### config.mk
export PLATFORM = sky130hd
export DESIGN_NAME = drum_sequencer
export DESIGN_NICKNAME = d
export VERILOG_FILES = /design/src/rtl/drum_sequencer.sv
export SDC_FILE = /design/constraint.sdc
export NUM_CORES = 1
export LEC_CHECK = 0
export ABC_AREA = 1
export CAP_MARGIN = 20
export CORE_ASPECT_RATIO = 0.9
export CORE_MARGIN = 3
export CORE_UTILIZATION = 40
export CTS_CLUSTER_DIAMETER = 200
export DETAILED_ROUTE_END_ITERATION = 7
export DONT_BUFFER_PORTS = 1
export GPL_ROUTABILITY_DRIVEN = 1
export MAX_ROUTING_LAYER = met4
export PLACE_DENSITY = 0.63
export RECOVER_POWER = 25
export SLEW_MARGIN = 0
export SYNTH_ARGS = -nofsm -noshare
export SYNTH_HDL_FRONTEND = slang
export SYNTH_SLANG_ARGS = --single-unit
### constraint.sdc
create_clock -name clk -period 2.8 [get_ports clk]
set_clock_uncertainty 0.15 [all_clocks]
set_input_delay 0.28 -clock clk [delete_from_list [all_inputs] [get_ports clk]]
set_output_delay 0.28 -clock clk [all_outputs]
set_load 0.1 [all_outputs]
### src/rtl/drum_sequencer.sv
// drum_sequencer: sixteen-step pattern sequencer driving the per-voice
// sample counters of the drum machine.
//
// Ports:
//   clk          system clock, rising edge
//   resetn       asynchronous active-low reset
//   sample_tick  one-cycle strobe at the audio sample rate
//   run          level: 1 = play, 0 = stop
//   step_len     sample ticks per step (0 behaves as 1)
//   mute         per-voice mute, level
//   pat_we       pattern write strobe
//   pat_voice    voice index for the pattern write
//   pat_step     step index for the pattern write
//   pat_bit      value to write
//   go           one-cycle trigger per voice at each step start
//   en           per-voice sample-advance enable (combinational)
//   step         current step index
//   beat         one-cycle pulse at each step start
//   playing      high while the FSM is in PLAY
//
// state  | meaning
// S_IDLE | stopped: step, tick counter and pulses held at 0
// S_PLAY | counting sample ticks and stepping through the pattern
module drum_sequencer #(
    parameter int NUM_VOICES = 4,
    parameter int NUM_STEPS  = 16,
    parameter int STEP_W     = 4
) (
    input  logic                  clk,
    input  logic                  resetn,
    input  logic                  sample_tick,
    input  logic                  run,
    input  logic [15:0]           step_len,
    input  logic [NUM_VOICES-1:0] mute,
    input  logic                  pat_we,
    input  logic [1:0]            pat_voice,
    input  logic [STEP_W-1:0]     pat_step,
    input  logic                  pat_bit,
    output logic [NUM_VOICES-1:0] go,
    output logic [NUM_VOICES-1:0] en,
    output logic [STEP_W-1:0]     step,
    output logic                  beat,
    output logic                  playing
);

    typedef enum logic {
        S_IDLE = 1'b0,
        S_PLAY = 1'b1
    } state_t;

    state_t                r_state, w_state_nxt;
    logic [STEP_W-1:0]     r_step, w_step_nxt;
    logic [15:0]           r_tick, w_tick_nxt;
    logic [15:0]           r_len, w_len_nxt;
    logic [NUM_VOICES-1:0] r_go, w_go_nxt;
    logic                  r_beat, w_beat_nxt;
    logic [NUM_STEPS-1:0]  r_pat [NUM_VOICES];

    logic [15:0]           w_len_in;
    logic [STEP_W-1:0]     w_step_inc;
    logic                  w_boundary;
    logic [NUM_VOICES-1:0] w_col_first;
    logic [NUM_VOICES-1:0] w_col_next;

    assign w_len_in   = (step_len == 16'd0) ? 16'd1 : step_len;
    assign w_step_inc = r_step + 1'b1;  // power-of-two step count wraps for free
    assign w_boundary = sample_tick && (r_tick == r_len - 16'd1);

    // Pattern columns are read from the registered array, so a write landing
    // on the same edge as a trigger is only seen on the next visit.
    always_comb begin
        w_col_first = '0;
        w_col_next  = '0;
        for (int v = 0; v < NUM_VOICES; v++) begin
            w_col_first[v] = r_pat[v][0];
            w_col_next[v]  = r_pat[v][w_step_inc];
        end
    end

    always_comb begin
        w_state_nxt = r_state;
        w_step_nxt  = r_step;
        w_tick_nxt  = r_tick;
        w_len_nxt   = r_len;
        w_go_nxt    = '0;
        w_beat_nxt  = 1'b0;
        case (r_state)
            S_IDLE: begin
                w_step_nxt = '0;
                w_tick_nxt = '0;
                if (run) begin
                    w_state_nxt = S_PLAY;
                    w_go_nxt    = w_col_first & ~mute;
                    w_beat_nxt  = 1'b1;
                    w_len_nxt   = w_len_in;
                end
            end
            S_PLAY: begin
                if (!run) begin
                    // stop wins over a coincident boundary
                    w_state_nxt = S_IDLE;
                    w_step_nxt  = '0;
                    w_tick_nxt  = '0;
                end else if (w_boundary) begin
                    w_tick_nxt = '0;
                    w_step_nxt = w_step_inc;
                    w_go_nxt   = w_col_next & ~mute;
                    w_beat_nxt = 1'b1;
                    w_len_nxt  = w_len_in;
                end else if (sample_tick) begin
                    w_tick_nxt = r_tick + 16'd1;
                end
            end
            default: w_state_nxt = S_IDLE;
        endcase
    end

    always_ff @(posedge clk or negedge resetn) begin
        if (!resetn) begin
            r_state <= S_IDLE;
            r_step  <= '0;
            r_tick  <= '0;
            r_len   <= 16'd1;
            r_go    <= '0;
            r_beat  <= 1'b0;
        end else begin
            r_state <= w_state_nxt;
            r_step  <= w_step_nxt;
            r_tick  <= w_tick_nxt;
            r_len   <= w_len_nxt;
            r_go    <= w_go_nxt;
            r_beat  <= w_beat_nxt;
        end
    end

    always_ff @(posedge clk or negedge resetn) begin
        if (!resetn) begin
            for (int v = 0; v < NUM_VOICES; v++) begin
                r_pat[v] <= '0;
            end
        end else begin
            for (int v = 0; v < NUM_VOICES; v++) begin
                if (pat_we && (pat_voice == 2'(v))) begin
                    r_pat[v][pat_step] <= pat_bit;
                end
            end
        end
    end

    assign go      = r_go;
    assign beat    = r_beat;
    assign step    = r_step;
    assign playing = (r_state == S_PLAY);
    assign en      = {NUM_VOICES{sample_tick & playing}} & ~mute;

endmodule

==> summary by stage <==
Finish
The final net count is 798. In the final layout, flip-flops and latches occupy 2660 um^2. The area growth from synthesis to layout is 14.9%. The multi-input gate area in the final layout is 2770 um^2. Of the cells placed in the final design, the portion with a size suffix greater than 1 is 8.20%. The number of antenna diodes in the final layout is 0.

Fill cells in the final layout number 1321. The top cell types in the final layout, fill and taps aside, are nand2_1, dfrtp_1, nor2_1. The finished layout holds 957 standard cells, fillers aside. The final core area utilization is 48.1%. The commonest non-fill, non-tap cell in the layout is nand2_1.

Routing
The detail route stage leaves a number of antenna-violating nets equal to 0. Detailed routing placed a total of 938 um of wire on met3. The detailed-routing iteration count for the pre-antenna-repair pass is 6.

The final route contains 5354 vias. The detailed route wirelength on metal2 is 6840 um. The residual DRC count is 0. In this run, the number of DRC markers left after iteration 0 of detailed routing was 487. Wires add up to 15600 um. In the routed layout, each cell is associated on average with a via count of 5.59. The sum of routed wire segments on met1 is 7540 um. The highest routing layer actually used is met4.

Dividing the detail-routed wire length by the instance count gives 16.3 um.

Critical path
The data arrival at the endpoint of the critical path is 2.67 ns. The maximum fanout count along the critical path is 22. The critical path's largest stage delay is 0.56 ns. The minimum setup slack among reg-to-reg paths is 0.23 ns. In this run the critical register-to-register path is launched from r_len[0]. By instance count, the cell type seen most on the critical path is nor2_1.

The capturing point of the worst reg2reg path is r_tick[1]. For this design, the slowest cell found on the critical path is dfstp_2. By startpoint and endpoint, the worst setup path is classified as reg2reg. The combined buffer and inverter count along the critical path is 3.

The kind of cell with the highest combined delay on the critical path is simple AND/OR/NAND/NOR gates. STA classifies the critical path startpoint as a flop. Traced cell by cell, the critical path runs through inv_1 -> ha_1 -> nand2_1 -> inv_1 -> nor2_1 -> nand2_1 -> nor2_1 -> nand3_1 -> nor2_1 -> nand3_1 -> nor2_4 -> buf_4 -> nor2_1 -> nand3_1 -> nand2_1.

The required time reported for the critical path endpoint is 2.90 ns. STA classifies the critical path endpoint as a flop. The number of cells on the worst reg-to-reg path is 15.

STA
Hold timing on the final database bottoms out at a slack of -0.535 ns. For the final routed database, the setup TNS stands at 0 ns. The post-route minimum period is 2.57 ns.

The worst path uses 91.9% of the clock period. Once routing completed, OpenROAD measured the worst setup slack at 0.227 ns. The highest clock frequency the design can meet is 0.389 GHz. The final-report setup violation count is 0.

Setup repair after global routing left no endpoint under its margin. The worst relative slew slack is 41.4%. The number of max-slew violations in the final report is 0. The hold violation count in the final report came to 106.

The actual slew at the worst max-slew pin is 0.880 ns.

Place
OpenSTA, run right after detailed placement, puts the worst setup slack at 0.241 ns. Input and output buffers added on the ports amount to 0. Counting tap cells, the placed design contains a total of 917 instances. The congestion estimate from routability-driven global placement came to 0.881.

Detailed placement ended at an HPWL of 10500 um.

CTS
The later-pin clock latency in the skew report is 0.36 ns. TritonCTS built the clock tree. The count of hold-fix buffers inserted at cts is 24. The maximum clock path buffer count is 2. The CTS root buffer is clkbuf_16. The post-CTS setup repair buffer count is 0. Clock-pin slew was measured on the worst setup and hold paths at 0.07 ns. TritonCTS created 9 clock buffers. The H-tree was split into 3 levels. The clock net sink count is 106. The post-cts gate resize count is 0.

Flow run
The count of maximum capacitance violations is 0.

Global route
The number of antenna violations at the first check in global routing came to 0. The number of global-route vias before repair was 4988. The global-route wire length before repair is 25600 um. Entering global routing, the biggest net connects 107 pins.

The total global routing track utilization is 20.6%. After global routing the overflow that remains totals 0.

Synth
The Yosys step of the flow raised 0 warnings. Yosys mapped a number of flops with a built-in enable equal to 0. The number of synthesized register bits is 106.

The cell area after synthesis is 5720 um^2. Synthesis produced a netlist with a net count of 774. The predominant post-synthesis flop cell is dfrtp_1.

After synthesis, the mean cell area works out to 7.74 um^2. The cell count after synthesis is 739. For this run, the register share of the synthesized area comes to 46.4%.

The share of synthesized registers carrying an async set or reset is 100%. The synthesized netlist contains 31 unique library cells.

Status
The checks that failed: negative hold slack. The run finished, with violations left.

Pwr
Summed over all cells, the static leakage comes to 2.97 nW. The peak supply drop is 0.326 mV. The overall power of the completed layout is 3.95 mW.

The power density over the cells is 601 nW/um^2.

Floorplanning
The initial core utilization is 41.9%. The die boundary width is 132 um. The placeable core region is 13700 um^2.

In this run the core area contains 40 standard-cell rows. The die is 119 um tall. During I/O placement, the number of pins put on the boundary was 46.

The die covers 15800 um^2.

Hold path
The class of the worst hold path is in2async.
-- layout make-up --
class	instances	area share, %
timing repair buffer	46	6.16
multi-input combinational	549	42.0
clock buffer	10	3.48
tap	189	3.60
inverter	51	2.91
sequential	106	40.4
clock inverter	6	1.45
-- synthesized netlist by cell type, types with 2 or more instances --
cell	n	area share [%]
nand2_1	140	9.2
xnor2_1	4	0.61
nor4_1	12	1.3
a21oi_1	71	6.2
nand3b_1	4	0.52
inv_1	48	3.1
nand3_1	54	4.7
buf_2	3	0.26
nor2_1	95	6.2
nor2_2	7	0.77
o221ai_1	6	0.92
o21ai_0	45	3.9
nand2_2	2	0.22
xor2_1	13	2.0
clkbuf_1	28	1.8
clkinv_1	3	0.20
nor3_1	16	1.4
nand2_4	2	0.39
ha_1	3	0.66
o22ai_1	2	0.22
o211ai_1	6	0.79
or2_2	3	0.33
a31oi_1	60	6.6
dfrtp_1	105	46
-- report_power, final --
group | switching, mW | internal (mW)
sequential | 0.173 | 1.75
combinational | 0.378 | 0.248
clock | 0.612 | 0.797
total | 1.16 | 2.79
-- through the flow --
stage | instance area [um^2] | hold slack (ns)
final | 6580 | -0.535
after global placement | 6010 | -0.161
after floorplan | 5720 | -0.166
after detailed placement | 6010 | -0.162
after global routing | 6580 | -0.553
after CTS | 6580 | -0.557
-- metal layers --
layer | global-route usage [%] | up-vias
met2 | 29.9 | 191
li1 | - | 2594
met1 | 29.4 | 2544
met4 | 6.04 | 0
met5 | - | -
met3 | 3.93 | 25
-- cells by family (layout without fill, tap and decap cells) --
kind of cell               Yosys count  in the layout  synth area share, %
and+or+nand+nor                    338            338                 25.7
DFF                                106            106                 46.4
xor gates and xnor gates            17             17                 2.60
AOI/OAI and AO/OA                  191            191                 18.8
buffers and inverters               84            113                 5.84
adders and majority gates            3              3                0.656
-- worst max-delay path by stage --
| stage | startpoint | endpoint | slack (ns) | depth (start not counted) |
|---|---|---|---|---|
| 4_1_cts | r_len[0] | r_tick[1] | 0.22 | 15 |
| 5_1_grt | r_len[0] | r_tick[1] | 0.02 | 14 |
| 6_report | r_len[0] | r_tick[1] | 0.23 | 15 |
| 2_1_floorplan | playing | en[0] | -0.09 | 2 |
| 3_5_place_dp | r_len[0] | r_tick[1] | 0.24 | 15 |
| 3_3_place_gp | r_len[0] | r_tick[1] | 0.28 | 15 |
-- registers in the layout, indices dropped and copies added (netlist names) --
| name | cells |
|---|---|
| step | 4 |
| go | 4 |
| r_pat | 64 |
| r_len | 16 |
| r_tick | 16 |
| beat | 1 |
| playing | 1 |
-- worst reg2reg max path: cells and delay by family, from the launching register on --
kind,cells,cell delay [ns]
AND/OR/NAND/NOR,11,1.07
adder cells (fa/ha/maj),1,0.30
flip-flops,1,0.56
buffers and inverters,3,0.38
No activity file was read; power rests on OpenSTA's default activity.
